`src/rtl/ctrl_pkg.sv`:
```
// Shared encodings for the multi-cycle sequencer: state codes, op numbering,
// op-class ranges and PC-select values.
package ctrl_pkg;

    typedef enum logic [2:0] {
        ST_BOOT   = 3'd0,
        ST_FETCH  = 3'd1,
        ST_DECODE = 3'd2,
        ST_EXEC   = 3'd3,
        ST_MEM    = 3'd4,
        ST_WB     = 3'd5,
        ST_FAULT  = 3'd6
    } state_e;

    localparam logic [5:0] OP_ADDI  = 6'd0;
    localparam logic [5:0] OP_ADD   = 6'd10;
    localparam logic [5:0] OP_LB    = 6'd19;
    localparam logic [5:0] OP_LW    = 6'd21;
    localparam logic [5:0] OP_SB    = 6'd24;
    localparam logic [5:0] OP_SW    = 6'd26;
    localparam logic [5:0] OP_BEQ   = 6'd27;
    localparam logic [5:0] OP_JAL   = 6'd33;
    localparam logic [5:0] OP_JALR  = 6'd34;
    localparam logic [5:0] OP_LUI   = 6'd35;
    localparam logic [5:0] OP_AUIPC = 6'd36;

    localparam logic [5:0] OP_LD_FIRST = 6'd19;
    localparam logic [5:0] OP_LD_LAST  = 6'd23;
    localparam logic [5:0] OP_ST_FIRST = 6'd24;
    localparam logic [5:0] OP_ST_LAST  = 6'd26;
    localparam logic [5:0] OP_BR_FIRST = 6'd27;
    localparam logic [5:0] OP_BR_LAST  = 6'd32;
    localparam logic [5:0] OP_MAX      = OP_AUIPC;

    localparam logic [1:0] PC_SEL_SEQ  = 2'd0;
    localparam logic [1:0] PC_SEL_BR   = 2'd1;
    localparam logic [1:0] PC_SEL_JALR = 2'd2;

    function automatic logic is_load(input logic [5:0] op);
        return (op >= OP_LD_FIRST) && (op <= OP_LD_LAST);
    endfunction

    function automatic logic is_store(input logic [5:0] op);
        return (op >= OP_ST_FIRST) && (op <= OP_ST_LAST);
    endfunction

    function automatic logic is_branch(input logic [5:0] op);
        return (op >= OP_BR_FIRST) && (op <= OP_BR_LAST);
    endfunction

endpackage

```
`src/rtl/mem_wait_timer.sv`:
```
// Saturating 8-bit wait counter for one memory access; flags when the count
// reaches MEM_TIMEOUT (0 disables). MEM_TIMEOUT must not exceed 255.
module mem_wait_timer #(
    parameter int unsigned MEM_TIMEOUT = 255
) (
    input  logic clk,
    input  logic reset,
    input  logic clear,
    input  logic count_en,
    output logic expired
);

    localparam logic [7:0] LIMIT = 8'(MEM_TIMEOUT);

    logic [7:0] cnt_q;
    logic [7:0] cnt_d;

    always_comb begin
        cnt_d = cnt_q;
        if (clear) begin
            cnt_d = 8'd0;
        end else if (count_en && (cnt_q != 8'hff)) begin
            cnt_d = cnt_q + 8'd1;
        end
    end

    always_ff @(posedge clk or negedge reset) begin
        if (!reset) begin
            cnt_q <= 8'd0;
        end else begin
            cnt_q <= cnt_d;
        end
    end

    assign expired = (MEM_TIMEOUT != 0) && (cnt_q == LIMIT);

endmodule

```
`src/rtl/multicycle_ctrl.sv`:
```
// Multi-cycle FETCH/DECODE/EXEC/MEM/WB sequencer with sticky fault.
// Optional MULTICYCLE_CTRL_PERF_EN adds perf_cycles / perf_retired counters.
module multicycle_ctrl
    import ctrl_pkg::*;
#(
    parameter int unsigned MEM_TIMEOUT = 255
) (
    input  logic        clk,
    input  logic        reset,
    input  logic [5:0]  op,
    input  logic        br_taken,
    input  logic        mem_ack,
    output logic        mem_req,
    output logic        mem_is_data,
    output logic        mem_write,
    output logic        ir_we,
    output logic        rf_we,
    output logic        pc_we,
    output logic [1:0]  pc_sel,
    output logic        retire,
    output logic        fault,
    output logic [2:0]  state
`ifdef MULTICYCLE_CTRL_PERF_EN
    ,
    output logic [31:0] perf_cycles,
    output logic [31:0] perf_retired
`endif
);

    state_e state_q;
    state_e state_d;
    logic   expired;

    // Any state change clears the timer, which covers the MEM->FETCH hop of a store.
    mem_wait_timer #(.MEM_TIMEOUT(MEM_TIMEOUT)) u_timer (
        .clk     (clk),
        .reset   (reset),
        .clear   (state_d != state_q),
        .count_en(mem_req && !mem_ack),
        .expired (expired)
    );

    always_ff @(posedge clk or negedge reset) begin
        if (!reset) begin
            state_q <= ST_BOOT;
        end else begin
            state_q <= state_d;
        end
    end

    always_comb begin
        state_d = state_q;
        case (state_q)
            ST_BOOT:   state_d = ST_FETCH;
            ST_FETCH: begin
                if (mem_ack)      state_d = ST_DECODE;
                else if (expired) state_d = ST_FAULT;
            end
            ST_DECODE: state_d = (op > OP_MAX) ? ST_FAULT : ST_EXEC;
            ST_EXEC: begin
                if (is_load(op) || is_store(op)) state_d = ST_MEM;
                else if (is_branch(op))          state_d = ST_FETCH;
                else                             state_d = ST_WB;
            end
            ST_MEM: begin
                if (mem_ack)      state_d = is_load(op) ? ST_WB : ST_FETCH;
                else if (expired) state_d = ST_FAULT;
            end
            ST_WB:     state_d = ST_FETCH;
            ST_FAULT:  state_d = ST_FAULT;
            default:   state_d = ST_FAULT;
        endcase
    end

    always_comb begin
        mem_req     = 1'b0;
        mem_is_data = 1'b0;
        mem_write   = 1'b0;
        ir_we       = 1'b0;
        rf_we       = 1'b0;
        pc_we       = 1'b0;
        pc_sel      = PC_SEL_SEQ;
        retire      = 1'b0;
        fault       = 1'b0;
        case (state_q)
            ST_FETCH: begin
                mem_req = 1'b1;
                ir_we   = mem_ack;
            end
            ST_EXEC: begin
                if (is_branch(op)) begin
                    pc_we  = 1'b1;
                    pc_sel = br_taken ? PC_SEL_BR : PC_SEL_SEQ;
                    retire = 1'b1;
                end
            end
            ST_MEM: begin
                mem_req     = 1'b1;
                mem_is_data = 1'b1;
                mem_write   = is_store(op);
                if (is_store(op)) begin
                    pc_we  = mem_ack;
                    retire = mem_ack;
                end
            end
            ST_WB: begin
                rf_we  = 1'b1;
                pc_we  = 1'b1;
                retire = 1'b1;
                if (op == OP_JAL)       pc_sel = PC_SEL_BR;
                else if (op == OP_JALR) pc_sel = PC_SEL_JALR;
            end
            ST_FAULT: fault = 1'b1;
            default: ;
        endcase
    end

    assign state = state_q;

`ifdef MULTICYCLE_CTRL_PERF_EN
    logic [31:0] perf_cycles_q, perf_cycles_d;
    logic [31:0] perf_retired_q, perf_retired_d;

    always_comb begin
        perf_cycles_d  = perf_cycles_q;
        perf_retired_d = perf_retired_q;
        if ((state_q != ST_BOOT) && (state_q != ST_FAULT)) perf_cycles_d = perf_cycles_q + 32'd1;
        if (retire) perf_retired_d = perf_retired_q + 32'd1;
    end

    always_ff @(posedge clk or negedge reset) begin
        if (!reset) begin
            perf_cycles_q  <= 32'd0;
            perf_retired_q <= 32'd0;
        end else begin
            perf_cycles_q  <= perf_cycles_d;
            perf_retired_q <= perf_retired_d;
        end
    end

    assign perf_cycles  = perf_cycles_q;
    assign perf_retired = perf_retired_q;
`endif

endmodule

```
`config.mk`:
```
export PLATFORM = sky130hd
export DESIGN_NAME = multicycle_ctrl
export DESIGN_NICKNAME = d
export VERILOG_FILES = /design/src/rtl/ctrl_pkg.sv /design/src/rtl/mem_wait_timer.sv /design/src/rtl/multicycle_ctrl.sv
export SDC_FILE = /design/constraint.sdc
export NUM_CORES = 1
export LEC_CHECK = 0
export CAP_MARGIN = 20
export CORE_MARGIN = 1.5
export CORE_UTILIZATION = 23
export CTS_CLUSTER_DIAMETER = 30
export DETAILED_ROUTE_END_ITERATION = 8
export PLACE_DENSITY = 0.51
export SETUP_SLACK_MARGIN = 0.02
export SYNTH_ARGS = -nofsm -noshare
export SYNTH_HDL_FRONTEND = slang
export SYNTH_SLANG_ARGS = --single-unit
```
`constraint.sdc`:
```
create_clock -name clk -period 2.81 [get_ports clk]
set_clock_uncertainty 0.1 [all_clocks]
set_input_delay 0.4215 -clock clk [delete_from_list [all_inputs] [get_ports clk]]
set_output_delay 0.4215 -clock clk [all_outputs]
set_load 0.01 [all_outputs]
```
# Word-level counts from Yosys, hierarchy flattened
# Index checks and enable logic that the tools add are counted.
# classes
add_sub_neg,1
n_lt_le_gt_ge,7
n_bitwise,0
n_eq_ne,11
shifts,0
mux,24
reduce_logical,11
n_mul,0
div_mod_pow,0
# ops
op,n
two-way mux 3 bit,7
greater-or-equal comparator 6 x 5 -> 1 bit (second input constant),3
two-way mux 8 bit,2
one-hot mux 3 bit (5 select lines),1
equality test 6 bit (second input constant),2
less-or-equal comparator 6 x 5 -> 1 bit (second input constant),2
two-way mux 1 bit,10
equality test 3 bit (second input constant),3
adder 8 x 1 -> 8 bit (second input constant),1
equality test 8 bit (second input constant),1
!= test 8 bit (second input constant),1
equality test 3 x 2 -> 1 bit (second input constant),2
> comparator 6 bit (second input constant),1
less-or-equal comparator 6 bit (second input constant),1
logical AND 1 bit,5
two-way mux 2 bit,2
one-hot mux 2 bit (2 select lines),1
OR reduction 2 bit,2
equality test 3 x 1 -> 1 bit (second input constant),1
zero test 3 bit,1
!= test 3 bit,1
one-hot mux 1 bit (3 select lines),1
nonzero test 2 bit,1
zero test 1 bit,1
logical OR 1 bit,1
# totals
inputBits,10
latch_bits,0
out_inout_bits,13
romBits,0
reg_bits,11
ramBits,0
wordCells,56
memories,0

# Longest topological paths before layout
# Gate-level depths: netlist of the first run.
# depth
depth_word,7
ltp_mapped,7
depth_no_buf,6

# Hierarchy
# A second synthesis of the first run with hierarchy kept.
# unflattened
cells_unflattened,109
hier_area_um2,939.7
# modules_own_cells
module,area_each_um2,n_inst,seq_area_each_um2,cells_each
mem_wait_timer,474.2,1,200.2,47
multicycle_ctrl,465.4,1,75.1,62

# Worst setup path before layout of the first run
# Ideal clock, no wire load.
# synth_timing
path_kind,register -> output
start,register state_q[0] (netlist: state[0])
end,output retire
n_path_buf,2
arrival_ns,1.781
setup_slack_ns,0.508
required_ns,2.289
path_stages_with_launch,7
path_cell_list,dfrtp_1 -> clkbuf_1 -> nand2b_1 -> nor4_1 -> a32oi_1 -> nand2_1 -> buf_4
# synth_via
elab_chain_len,2
elab_cells_between_ends,4
# synth_rtl
element,line_no,text
start: declaration,multicycle_ctrl.sv:30,state_e state_q;
start signal: assignment,multicycle_ctrl.sv:47,state_q <= state_d;
equality test 3 bit / equality test 3 x 2 -> 1 bit (equally long branches),n/a,
one-hot mux 1 bit (3 select lines) (*),n/a,
end: declaration,multicycle_ctrl.sv:20,"output logic retire,"
# Mark *: on every way between the ends. The rest lies on a longest branch, timed or not.

# Final worst setup path of the first run
# layout_timing
start,input op[4]
end,output pc_sel[0]
# layout_via
elab_chain_len,4
elab_cells_between_ends,7
# layout_rtl
element,line_no,text
start: declaration,multicycle_ctrl.sv:10,"input logic [5:0] op,"
greater-or-equal comparator 6 x 5 -> 1 bit / less-or-equal comparator 6 bit (equally long branches),ctrl_pkg.sv:48,return (op >= OP_BR_FIRST) && (op <= OP_BR_LAST);
logical AND 1 bit,ctrl_pkg.sv:48,
two-way mux 1 bit,multicycle_ctrl.sv:91,if (is_branch(op)) begin
one-hot mux 2 bit (2 select lines) (*),multicycle_ctrl.sv:85,case (state_q)
end: declaration,multicycle_ctrl.sv:19,"output logic [1:0] pc_sel,"
# Marks and branches as above.

==> reports/qor.csv, run 1 <==
stage,metric,value,unit
outcome,status,finished clean,
place,gp_congestion,0.768,
logic_synthesis,synth-seq-cells,11,
global_route,antenna_found_initial,0,
final_layout,nFillCells,427,
logic_synthesis,ys_async_sr_fraction,100,%
final_layout,layout_commonest_cell,clkdlybuf4s50_1,
floorplan,core_area,0.00397,mm^2
logic_synthesis,synth_area_per_cell,8.60,um^2
timing,hold_viol,0,
critical_path,critPathSlowestCell,or4b_4,
logic_synthesis,synth_flop_cell,dfrtp_1,
timing,rsz0062_at_grt,false,
routing,vias_per_cell,5.26,
critical_path,crit_family,buffers and inverters,
final_layout,post-route-util,34.1,%
final_layout,multi_input_area,642,um^2
clock_tree,h-tree-depth,1,
global_route,grt.overflow.total,0,
place,place_area,0.00128,mm^2
job,drv_cap,0,
final_layout,diodes,0,
timing,setup_slack,109,ps
logic_synthesis,ys_seq_area_share,29.4,%
final_layout,final_nets,155,
clock_tree,numCtsBuffers,3,
floorplan,dieArea,0.00447,mm^2
logic_synthesis,netlist_area,937,um^2
logic_synthesis,synth_edf_count,0,
timing,whs,440,ps
logic_synthesis,synth_warnings,0,
timing,finalCriticalPeriod,2700,ps
logic_synthesis,synth.distinct_cells,46,
routing,wl,2740,um
critical_path,crit_arrival,2180,ps
critical_path,critPathBufInv,3,
logic_synthesis,synthCells,109,
power,power,0.749,mW
final_layout,drive_above_1_share,17.5,%
global_route,grt_pass1_wl,4470,um
critical_path,slowest_delay,570,ps
routing,dr_total_vias,1015,
global_route,grt_max_degree,12,
critical_path,critPathRequiredTime,2290,ps
place,io_buffers,22,
clock_tree,root_buffer,clkbuf_8,
routing,final_antenna_net_count,0,
timing,slew_violations,0,
critical_path,worstRegToRegCells,5,
clock_tree,clock_path_buffers,2,
floorplan,die_y,66.8,um
final_layout,syn_to_final_growth,44.6,%
timing,worst_pin_slew,546,ps
clock_tree,cts_sinks,11,
final_layout,seqCellArea,275,um^2
logic_synthesis,synth_nets,120,
routing,firstDrtPassIters,4,
timing,fmax,370,MHz
global_route,grt_pass1_vias,987,
timing,slew-limit-headroom,63.5,%
floorplan,io_pins,23,
critical_path,criticalPathCategory,input port to output pin,
place,dp_hpwl,2090,um
floorplan,fp-row-count,23,
place,place_ws,-354,ps
timing,fin_crit_sh,96.1,%
final_layout,layout_common_cells,"18 x clkdlybuf4s50_1, 13 x buf_4, 11 x dfrtp_1",
routing,drtIter0Drc,52,
power,vdd_drop_max,196,uV
routing,wl_per_cell,14.2,um
critical_path,cp.depth,7,
critical_path,critPathMaxFanout,2,
global_route,gr-usage-all-layers,13.1,%
clock_tree,cts_tree,yes,
power,power.density,553,mW/mm^2
worst_hold_path,worstHoldPathType,input port to async pin,
routing,drc,0,
critical_path,r2r_setup_slack,760,ps
clock_tree,cts.hold.buffers_added,0,
clock_tree,clock_latency,240,ps
clock_tree,clk_pin_slew,50,ps
floorplan,dieWidth,66.8,um
power,p_leak,0.545,nW
timing,setup_violations,0,
critical_path,cp-start-kind,input port,
final_layout,final_cell_area,0.00136,mm^2
critical_path,cp_cell_sequence,clkdlybuf4s50_1 -> or4b_4 -> o32ai_4 -> buf_4 -> nand4_1 -> o41ai_1 -> buf_2,
floorplan,start_util,23.6,%
critical_path,worstSetupEndpointType,output pin,
## flip-flops by register name, indices dropped and copies added (netlist names)
register	cells
state	3
u_timer.cnt_q	8
## cells in the mapped netlist, drive strengths merged, types with 2 or more instances
master    n  area share (%)
o21a      2             1.6
nor2      6             2.4
xor2      3             3.6
dfrtp    11              29
and3      2             1.3
o41ai     2             1.9
o21ai     4             2.1
clkbuf    3             1.2
buf       2             1.3
nor4b     2             1.9
a21oi     2             1.1
o2bb2ai   2             1.9
nand2     7             2.8
mux2i     3             3.2
or3       3             2.0
nor2b     3             2.0
o211ai    3             3.9
a211oi    6             5.3
o31ai     2             1.6
or4       4             3.2
nand4     3             2.0
nor3      4             2.1
nand3     5             2.7
nand2b    3             2.0
inv       5             2.0
## repair_timing
item | CTS | global route
pin swaps | 1 | 2
endpoints found under the setup margin | 4 | 3
buffers inserted | 1 | 1
endpoints found under the hold margin | 0 | 0
resized for setup | 11 | 2
## cell families (layout without fill, tap and decap cells)
group / count (synthesis) / in the layout / share of synthesized area, %
mux: 3 / 3 / 3.20
flops: 11 / 11 / 29.4
simple gates: 49 / 49 / 30.2
fa+ha+maj: 1 / 1 / 1.33
xor+xnor: 3 / 3 / 3.61
compound gates: 32 / 32 / 27.8
buf+inv: 10 / 44 / 4.54
## metal layers
metal | up-vias | part of all wire, % | global-route usage, %
li1 | 503 | - | -
met1 | 478 | 48 | 17.1
met2 | 30 | 47 | 22.5
met3 | 4 | 4.1 | 1.52
met4 | 0 | 0.88 | 3.83
met5 | - | 0 | 0
## area by class of cell
class / instances / area share (%)
timing repair buffer: 35 / 23.0
multi-input combinational: 88 / 47.4
sequential: 11 / 20.3
clock buffer: 4 / 3.32
inverter: 5 / 1.39
tap: 50 / 4.62
## power breakdown
| group | total (mW) | switching, mW | internal [mW] |
|---|---|---|---|
| logic | 0.389 | 0.212 | 0.177 |
| registers | 0.198 | 0.0228 | 0.175 |
| clock network | 0.162 | 0.0623 | 0.0999 |
| total | 0.749 | 0.297 | 0.452 |
## through the flow
step / instances / setup TNS, ps
2_1_floorplan: 109 / 0
3_3_place_gp: 187 / -833
3_5_place_dp: 187 / -1070
4_1_cts: 192 / 0
5_1_grt: 193 / 0
6_report: 193 / 0
## final timing paths
path	startpoint	to
setup / recovery	op[4]	pc_sel[0]
hold / removal	reset	u_timer.cnt_q[1]$_DFFE_PN0P_
setup reg to reg	state[2]$_DFF_PN0_	u_timer.cnt_q[5]$_DFFE_PN0P_
hold reg to reg	u_timer.cnt_q[7]$_DFFE_PN0P_	u_timer.cnt_q[7]$_DFFE_PN0P_
max in group asynchronous	reset	state[1]$_DFF_PN0_
min in group clk	u_timer.cnt_q[7]$_DFFE_PN0P_	u_timer.cnt_q[7]$_DFFE_PN0P_
Note: power is estimated with default switching activity, not from simulation.
==> inputs of run 2 (changes only) <==
--- a/config.mk
+++ b/config.mk
@@ -11,7 +11,7 @@
 export CTS_CLUSTER_DIAMETER = 30
 export DETAILED_ROUTE_END_ITERATION = 8
 export PLACE_DENSITY = 0.51
-export SETUP_SLACK_MARGIN = 0.02
+export SETUP_SLACK_MARGIN = 0.05
 export SYNTH_ARGS = -nofsm -noshare
 export SYNTH_HDL_FRONTEND = slang
 export SYNTH_SLANG_ARGS = --single-unit
==> constraint.sdc (replaced) <==
create_clock -name clk -period 2.7 [get_ports clk]
set_clock_uncertainty 0.1 [all_clocks]
set_input_delay 0.405 -clock clk [delete_from_list [all_inputs] [get_ports clk]]
set_output_delay 0.405 -clock clk [all_outputs]
set_load 0.01 [all_outputs]
==> run 2 against run 1 <==
- global-route usage increased by 0.062 points
- worst setup slack improved by 36 ps
- critical endpoint is now pc_sel[1]
- sequential share of layout area decreased by 0.72 points
- flip-flop and latch count unchanged
- non-clock buffer count increased by 6
- largest power group unchanged
- die area unchanged
- final area increased by 3.7%
- combinational power increased by 8.0%
- total power increased by 6.5%
- worst hold slack got worse by 25 ps
- first-iteration DRC count decreased by 33%
==> reports/qor.csv, run 2 (same netlist as run 1, synthesis figures left out) <==
stage,metric,value,unit,change
outcome,status,finished clean,,
final_layout,largest_reg_flops,8,,unchanged
global_route,grt_max_degree,12,,unchanged
place,dp_hpwl,2110,um,+0.97%
place,place_area,0.00132,mm^2,+3.5%
final_layout,final_cells,199,,+3.1%
timing,finalCriticalPeriod,2550,ps,
power,p_int,0.484,mW,+7.2%
clock_tree,clock_latency,240,ps,about the same
power,clkPwrFrac,20.6,%,-1.0 points
power,share_comb_of_total_power,52.7,%,+0.7 points
routing,drtIter0Drc,35,,-33%
routing,wl,2750,um,+0.48%
clock_tree,root_buffer,clkbuf_8,,
place,place_ws,-463,ps,-109 ps
global_route,antenna_found_initial,0,,unchanged
floorplan,dieWidth,66.8,um,unchanged
timing,worst_pin_slew,520,ps,-26.0 ps
routing,drc,0,,unchanged
global_route,grt_pass1_wl,4590,um,+2.6%
power,p_leak,0.595,nW,+9.2%
final_layout,layout_commonest_cell,buf_4,,
floorplan,io_pins,23,,unchanged
power,power_frac_seq,26.6,%,+0.2 points
critical_path,crit_arrival,2050,ps,-130 ps
routing,firstDrtPassIters,4,,unchanged
floorplan,core_area,0.00397,mm^2,unchanged
routing,final_antenna_net_count,0,,unchanged
place,dpl.cell_count,193,,+3.2%
timing,setup_tns,0,ps,unchanged
final_layout,layout_common_cells,"19 x buf_4, 17 x clkdlybuf4s50_1, 11 x dfrtp_1",,
clock_tree,cts_tree,yes,,
critical_path,criticalPathCategory,input port to output pin,,
final_layout,drive_above_1_share,23.5,%,+6.0 points
critical_path,critPathMaxFanout,2,,unchanged
place,gp_congestion,0.771,,+0.30%
timing,hold_viol,0,,unchanged
routing,dr_total_vias,1039,,+2.4%
floorplan,start_util,23.6,%,unchanged
final_layout,final_cell_area,0.00141,mm^2,+3.7%
job,drv_cap,0,,unchanged
power,power_switching,0.313,mW,+5.3%
global_route,gr-usage-all-layers,13.1,%,+0.062 points
routing,wl_per_cell,13.8,um,-2.6%
final_layout,multi_input_area,654,um^2,+1.9%
power,power.density,568,mW/mm^2,+2.7%
critical_path,worstSetupEndpointType,output pin,,
timing,fin_crit_sh,94.6,%,
critical_path,cp-start-kind,input port,,
routing,vias_per_cell,5.22,,-0.72%
clock_tree,cts_sinks,11,,unchanged
worst_hold_path,worstHoldPathType,input port to async pin,,
power,vdd_drop_max,269,uV,+37%
global_route,grt_pass1_vias,1043,,+5.7%
place,io_buffers,22,,unchanged
critical_path,critPathRequiredTime,2190,ps,-100 ps
final_layout,diodes,0,,unchanged
final_layout,top_register,u_timer.cnt_q,,
power,power,0.798,mW,+6.5%
timing,slew_violations,0,,unchanged
critical_path,r2r_setup_slack,590,ps,-170 ps
final_layout,final_nets,161,,+3.9%
timing,setup_violations,0,,unchanged
timing,slew-limit-headroom,65.2,%,+1.7 points
final_layout,nFillCells,426,,-0.23%
timing,rsz0062_at_grt,true,,
clock_tree,h-tree-depth,1,,unchanged
final_layout,post-route-util,35.4,%,+1.3 points
final_layout,syn_to_final_growth,49.9,%,
clock_tree,numCtsBuffers,3,,unchanged
timing,setup_slack,146,ps,+36.4 ps
clock_tree,clock_path_buffers,2,,unchanged
power,p_sw_share,39.3,%,-0.43 points
clock_tree,clk_pin_slew,50,ps,about the same
global_route,grt.overflow.total,0,,unchanged
final_layout,seqCellArea,275,um^2,unchanged
floorplan,dieArea,0.00447,mm^2,unchanged
floorplan,fp-row-count,23,,unchanged
floorplan,die_y,66.8,um,unchanged
timing,whs,415,ps,-25.0 ps
timing,fmax,391,MHz,
[run 2: routing by layer]
layer / part of all wire [%] / global-route usage [%] / vias to the layer above / wire [um]
met3: 5.2 / 1.35 / 0 / 142
met2: 48 / 24.0 / 23 / 1330
met1: 46 / 16.4 / 506 / 1270
li1: - / - / 510 / -
met5: 0 / 0 / - / 0
met4: 0 / 3.06 / 0 / 0
[run 2: power groups by stage]
stage | sequential (mW) | combinational, mW | clock [mW]
2_1_floorplan | 0.209 | 0.223 | 0
3_3_place_gp | 0.215 | 0.409 | 0
3_5_place_dp | 0.214 | 0.416 | 0
4_1_cts | 0.211 | 0.423 | 0.169
5_1_grt | 0.215 | 0.454 | 0.175
6_report | 0.212 | 0.420 | 0.165
[run 2: critical path, cell delays in order]
cell,delay [ps]
clkdlybuf4s50_1,430
or4b_4,570
buf_4,160
nor4b_2,190
dlygate4sd2_1,290
[run 2: final timing paths]
path,start,endpoint,cells after the start
setup reg to reg,state[0]$_DFF_PN0_,u_timer.cnt_q[5]$_DFFE_PN0P_,5
setup / recovery,op[2],pc_sel[1],5
hold reg to reg,u_timer.cnt_q[7]$_DFFE_PN0P_,u_timer.cnt_q[7]$_DFFE_PN0P_,2
hold / removal,reset,u_timer.cnt_q[4]$_DFFE_PN0P_,1
min in group clk,u_timer.cnt_q[7]$_DFFE_PN0P_,u_timer.cnt_q[7]$_DFFE_PN0P_,2
max in group asynchronous,reset,state[0]$_DFF_PN0_,1
[run 2: timing repair]
action                     4_1_cts  5_1_grt
buffers inserted                 1        1
pin swaps                        4        2
hold buffers                     0        0
setup endpoints to repair        5        5
resized for setup               18        2
[run 2: final cells by class]
| class | instances | area share (%) |
|---|---|---|
| flip-flops and latches | 11 | 19.6 |
| inverters | 5 | 1.34 |
| repair buffers | 41 | 24.8 |
| clock buffers | 4 | 3.21 |
| well taps | 50 | 4.45 |
| multi-input cells | 88 | 46.6 |
==> RTL edit 1: new RTL, config.mk and constraints of run 1 <==
Build with the macro `MULTICYCLE_CTRL_PERF_EN` defined.
--- a/src/rtl/multicycle_ctrl.sv
+++ b/src/rtl/multicycle_ctrl.sv
@@ -2,2 +2,4 @@
 // Optional MULTICYCLE_CTRL_PERF_EN adds perf_cycles / perf_retired counters.
+`define MULTICYCLE_CTRL_PERF_EN
+
 module multicycle_ctrl
Function (old outputs only; new: perf_cycles and perf_retired): kept (Yosys induction, for registers that start in step).
==> RTL edit 1 against run 1 <==
Die area grew to 4.0 times the old value; area after synthesis grew to 4.1 times the old value; worst setup slack lost 0.036 ns; sequential power grew to 7.0 times the old value; hold slack lost 0.30 ns; clock power grew to 7.5 times the old value; critical path type unchanged; design area grew to 4.0 times the old value; sequential cell count grew 64; non-clock buffer count grew 78; wire length grew to 3.6 times the old value; via count grew to 3.2 times the old value; power grew to 5.2 times the old value; first-iteration DRC count grew 85%.
==> RTL edit 1: results (changes against run 1) <==
global_routing:
  grt_pass1_vias: 3281  # +230%
  met2_usage_pct: 18.2  # -4.3 points
  grt_max_degree: 76  # +64
  grtUsageMet3_pct: 3.18  # +1.7 points
  grt_pass1_wl_mm: 16.5  # +270%
  grtUsageMet1_pct: 15.0  # -2.1 points
  track_usage_pct: 11.7  # -1.3 points
setup_path:
  cp.arrival_ns: 2.22  # +0.04 ns
  ff2ff_setup_slack_ns: 0.46  # -0.30 ns
  crit-reg2reg-launch: "state[1]$_DFF_PN0_"
  crit_end: "retire"
  r2r-end: "perf_cycles[31]$_DFFE_PN0P_"
  crit_path_max_incr_delay_ns: 0.52  # -0.05 ns
sta:
  final.setup.worst_slack_ns: 0.0728  # -0.0364 ns
  holdWs_ns: 0.139  # -0.301 ns
  worst_slew_pin_slew_ns: 0.952  # +0.406 ns
cells_and_area:
  final_cells: 712  # +270%
  n_fill_cell: 1689  # +300%
  fin_nets: 500  # +220%
clock_network:
  cts_buffers: 9  # +6
  h-tree-depth: 3  # +2
  clock_latency_ns: 0.34  # +0.10 ns
  cts_root_buf: "clkbuf_16"
run_status:
  status: "complete, no violations"
yosys:
  synth_nets: 393  # +230%
  synth-seq-area-share_pct: 48.4  # +19 points
  synth_common_cells: "75 x dfrtp_1, 36 x nor2_1, 36 x xor2_1, 34 x xnor2_1, 31 x nand4_1"
  ys_types: 50  # +8.7%
  synth_area_leaders: "dfrtp_1 48%, xor2_1 8.1%, xnor2_1 7.7%"
placement:
  portBuffers: 86  # +290%
  hpwl_mm: 6.90  # +230%
  place_worst_setup_slack_ns: -0.320  # +0.0339 ns
pwr:
  p_comb_w: 0.00131  # +240%
  ir_drop_mv: 0.319  # +62%
  p_clk_share_pct: 31.0  # +9.4 points
  p_sw_w: 0.00130  # +340%
  combPwrFrac_pct: 33.7  # -18 points
drt:
  drtIter0Drc: 96  # +85%
## RTL edit 1: area by class of cell
cell class	instances	share of cell area, %
clock buffer	13	4.94
clock inverter	3	0.823
inverter	13	0.891
multi-input combinational	275	34.5
sequential	75	34.3
tap	220	5.03
timing repair buffer	113	19.5
## RTL edit 1: logic make-up after synthesis
group                    after synthesis  synth area share, %
buffers and inverters                 30                 3.39
AO/OA/AOI/OAI                         26                 5.84
flip-flops                            75                 48.4
adder cells (fa/ha/maj)                3                0.968
XOR/XNOR                              71                 16.2
multiplexers                           3                0.839
AND/OR/NAND/NOR                      172                 24.3
## RTL edit 1: worst reg2reg max path, delay by kind of cell (launching register included)
family	cells	cell delay (ns)
xor+xnor	2	0.43
simple gates	2	1.00
compound gates	1	0.18
flops	1	0.56
## RTL edit 1: per-layer routing
layer,up-vias,wire (um)
met5,-,0
met4,0,177
met3,9,481
met2,69,4450
met1,1579,4680
li1,1551,-
==> RTL edit 2: new RTL, config.mk and constraints of run 1 <==
Made on the original files. Register the output `fault`; this adds one clock of latency there. The other outputs are not delayed to match. Comments in the files are not updated.
--- a/src/rtl/multicycle_ctrl.sv
+++ b/src/rtl/multicycle_ctrl.sv
@@ -28,2 +28,4 @@
 );
+
+    logic fault_d;
 
@@ -83,3 +85,3 @@
         retire      = 1'b0;
-        fault       = 1'b0;
+        fault_d     = 1'b0;
         case (state_q)
@@ -112,3 +114,3 @@
             end
-            ST_FAULT: fault = 1'b1;
+            ST_FAULT: fault_d = 1'b1;
             default: ;
@@ -144,2 +146,6 @@
 
+    always_ff @(posedge clk) begin
+        fault <= fault_d;
+    end
+
 endmodule
Function: changed (a bounded check fails within 4 cycles, from zero or initial values and one cycle with reset low).
==> RTL edit 2 against run 1 <==
First-iteration DRC count is 67% lower; core utilization is 0.071 points higher; wire length is 13% lower; sequential cell count is 1 higher; sequential power is 32% higher; clock power is 16% higher; largest power group unchanged; fmax is 0.36% lower; design area is 1.7% higher; worst setup slack worse by 0.0099 ns; area after synthesis is 3.7% higher; power is 45% higher.
==> RTL edit 2: results (changes against run 1) <==
run_status:
  status: "complete, no violations"
setup_path:
  cp.arrival_ns: 2.19
  crit_path_max_fanout: 4  # +2
pwr:
  p_comb_w: 0.000636  # +63%
  ir_drop_mv: 0.293  # +49%
  p_clk_w: 0.000188  # +16%
  intPower_w: 0.000650  # +44%
  leakage_nw: 0.610  # +12%
yosys:
  synth_nets: 108  # -10%
  ys_types: 45  # -2.2%
  syn_area_per_cell_sq_um: 10.0  # +17%
  synth_area_leaders: "dfrtp_1 28%, nor3b_1 6.2%, xnor2_1 4.5%"
  ys_warn_count: 0  # unchanged
  synth-seq-area-share_pct: 30.4  # +1.0 points
  synthArstFlopShare_pct: 91.7  # -8.3 points
  synth_common_cells: "11 x dfrtp_1, 8 x nor3b_1, 5 x nand2_1, 5 x nor2_1, 5 x xnor2_1"
hold_path:
  hp-class: "primary input to async pin"
cells_and_area:
  largest_reg_flops: 8  # unchanged
  diodes: 0  # unchanged
  final_cells: 177  # -8.3%
  regMostFlops: "u_timer.cnt_q"
  fin_nets: 139  # -10%
  n_fill_cell: 422  # -1.2%
  drive_above_1_share_pct: 22.8  # +5.4 points
global_routing:
  grt_pass1_wl_mm: 3.88  # -13%
  antenna_found_initial: 0  # unchanged
  grt_max_degree: 12  # unchanged
  track_usage_pct: 11.2  # -1.9 points
  grt_pass1_vias: 862  # -13%
run:
  drv_cap: 0  # unchanged
clock_network:
  cts_buffers: 3  # unchanged
  cts_root_buf: "clkbuf_8"
  cts_setup_buffers: 0  # -1
  clock_latency_ns: 0.24  # about the same
  h-tree-depth: 1  # unchanged
  clockBufferDepth: 2  # unchanged
  cts.clk_slew.worst_paths_ns: 0.05  # about the same
placement:
  hpwl_mm: 1.82  # -13%
  portBuffers: 22  # unchanged
  place.gp.congestion: 0.824  # +7.2%
  place_inst: 173  # -7.5%
drt:
  wl_per_cell_um: 13.4  # -5.5%
  firstDrtPassIters: 4  # unchanged
  drtIter0Drc: 17  # -67%
  vias_per_cell: 4.94  # -6.0%
sta:
  slew_headroom_pct: 66.2  # +2.8 points
==> RTL edit 2: cell count changes after synthesis, moves of 3 or more <==
| cell | delta |
|---|---|
| nor3b_1 | +8 |
| a211oi_1 | -5 |
| xnor2_1 | +5 |
| o21ai_0 | -4 |
| or4_1 | -4 |
| clkbuf_1 | -3 |
| or3_1 | -3 |
==> RTL edit 2: cell families after synthesis <==
family | after synthesis | synth area share, %
AND/OR/NAND/NOR | 45 | 32.2
buffers and inverters | 8 | 5.15
AO/OA/AOI/OAI | 22 | 22.8
multiplexers | 1 | 1.03
adder cells (fa/ha/maj) | 1 | 1.29
XOR/XNOR | 8 | 7.21
flip-flops | 12 | 30.4
==> RTL edit 2: through the flow <==
stage               hold WS, ns  setup slack (ns)  setup TNS [ns]  total power (W)  cell area (sq um)
floorplan                0.0259             0.730               0         0.000695                972
global placement          0.459            0.0523               0         0.000901               1280
detailed placement        0.467           -0.0548          -0.143         0.000899               1280
CTS                       0.435            0.0179               0          0.00110               1360
global route              0.463            0.0357               0          0.00117               1380
finish                    0.417            0.0993               0          0.00109               1380
==> RTL edit 2: final timing paths <==
kind	startpoint	endpoint	slack, ns	depth (start not counted)
max in group asynchronous	reset	u_timer.cnt_q[5]$_DFFE_PN0P_	1.85	1
max	op[0]	pc_we	0.1	6
max reg2reg	state[0]$_DFF_PN0_	u_timer.cnt_q[4]$_DFFE_PN0P_	0.68	5
min in group clk	u_timer.cnt_q[7]$_DFFE_PN0P_	u_timer.cnt_q[7]$_DFFE_PN0P_	0.48	2
min	reset	u_timer.cnt_q[1]$_DFFE_PN0P_	0.42	1
min reg2reg	u_timer.cnt_q[7]$_DFFE_PN0P_	u_timer.cnt_q[7]$_DFFE_PN0P_	0.48	2
==> RTL edit 2: routing by layer <==
metal	wire, um	up-vias	part of all wire, %	GRT usage, %
met2	1040	29	44	18.0
met3	138	5	5.8	1.81
met4	40	0	1.7	5.25
met1	1150	407	48	14.5
li1	-	434	-	-
met5	0	-	0	0
==> RTL edit 2: repair_timing <==
item,4_1_cts,5_1_grt
resized for setup,4,6
pin swaps,0,2
gates cloned,0,0
endpoints found under the setup margin,3,3
hold buffers,0,0
==> RTL edit 2: area by class of cell <==
cell class                 count  share of cell area [%]
clock buffer                   4                    4.00
inverter                       3                   0.817
multi-input combinational     77                    47.2
sequential                    12                    21.4
tap                           50                    4.54
timing repair buffer          31                    22.0
==> RTL edit 2: worst max-delay path, stage by stage <==
cell             delay, ns
clkdlybuf4s50_1       0.47
a21o_1                0.23
a32oi_2               0.23
nor3_2                0.07
a211o_1               0.28
clkdlybuf4s50_1       0.48
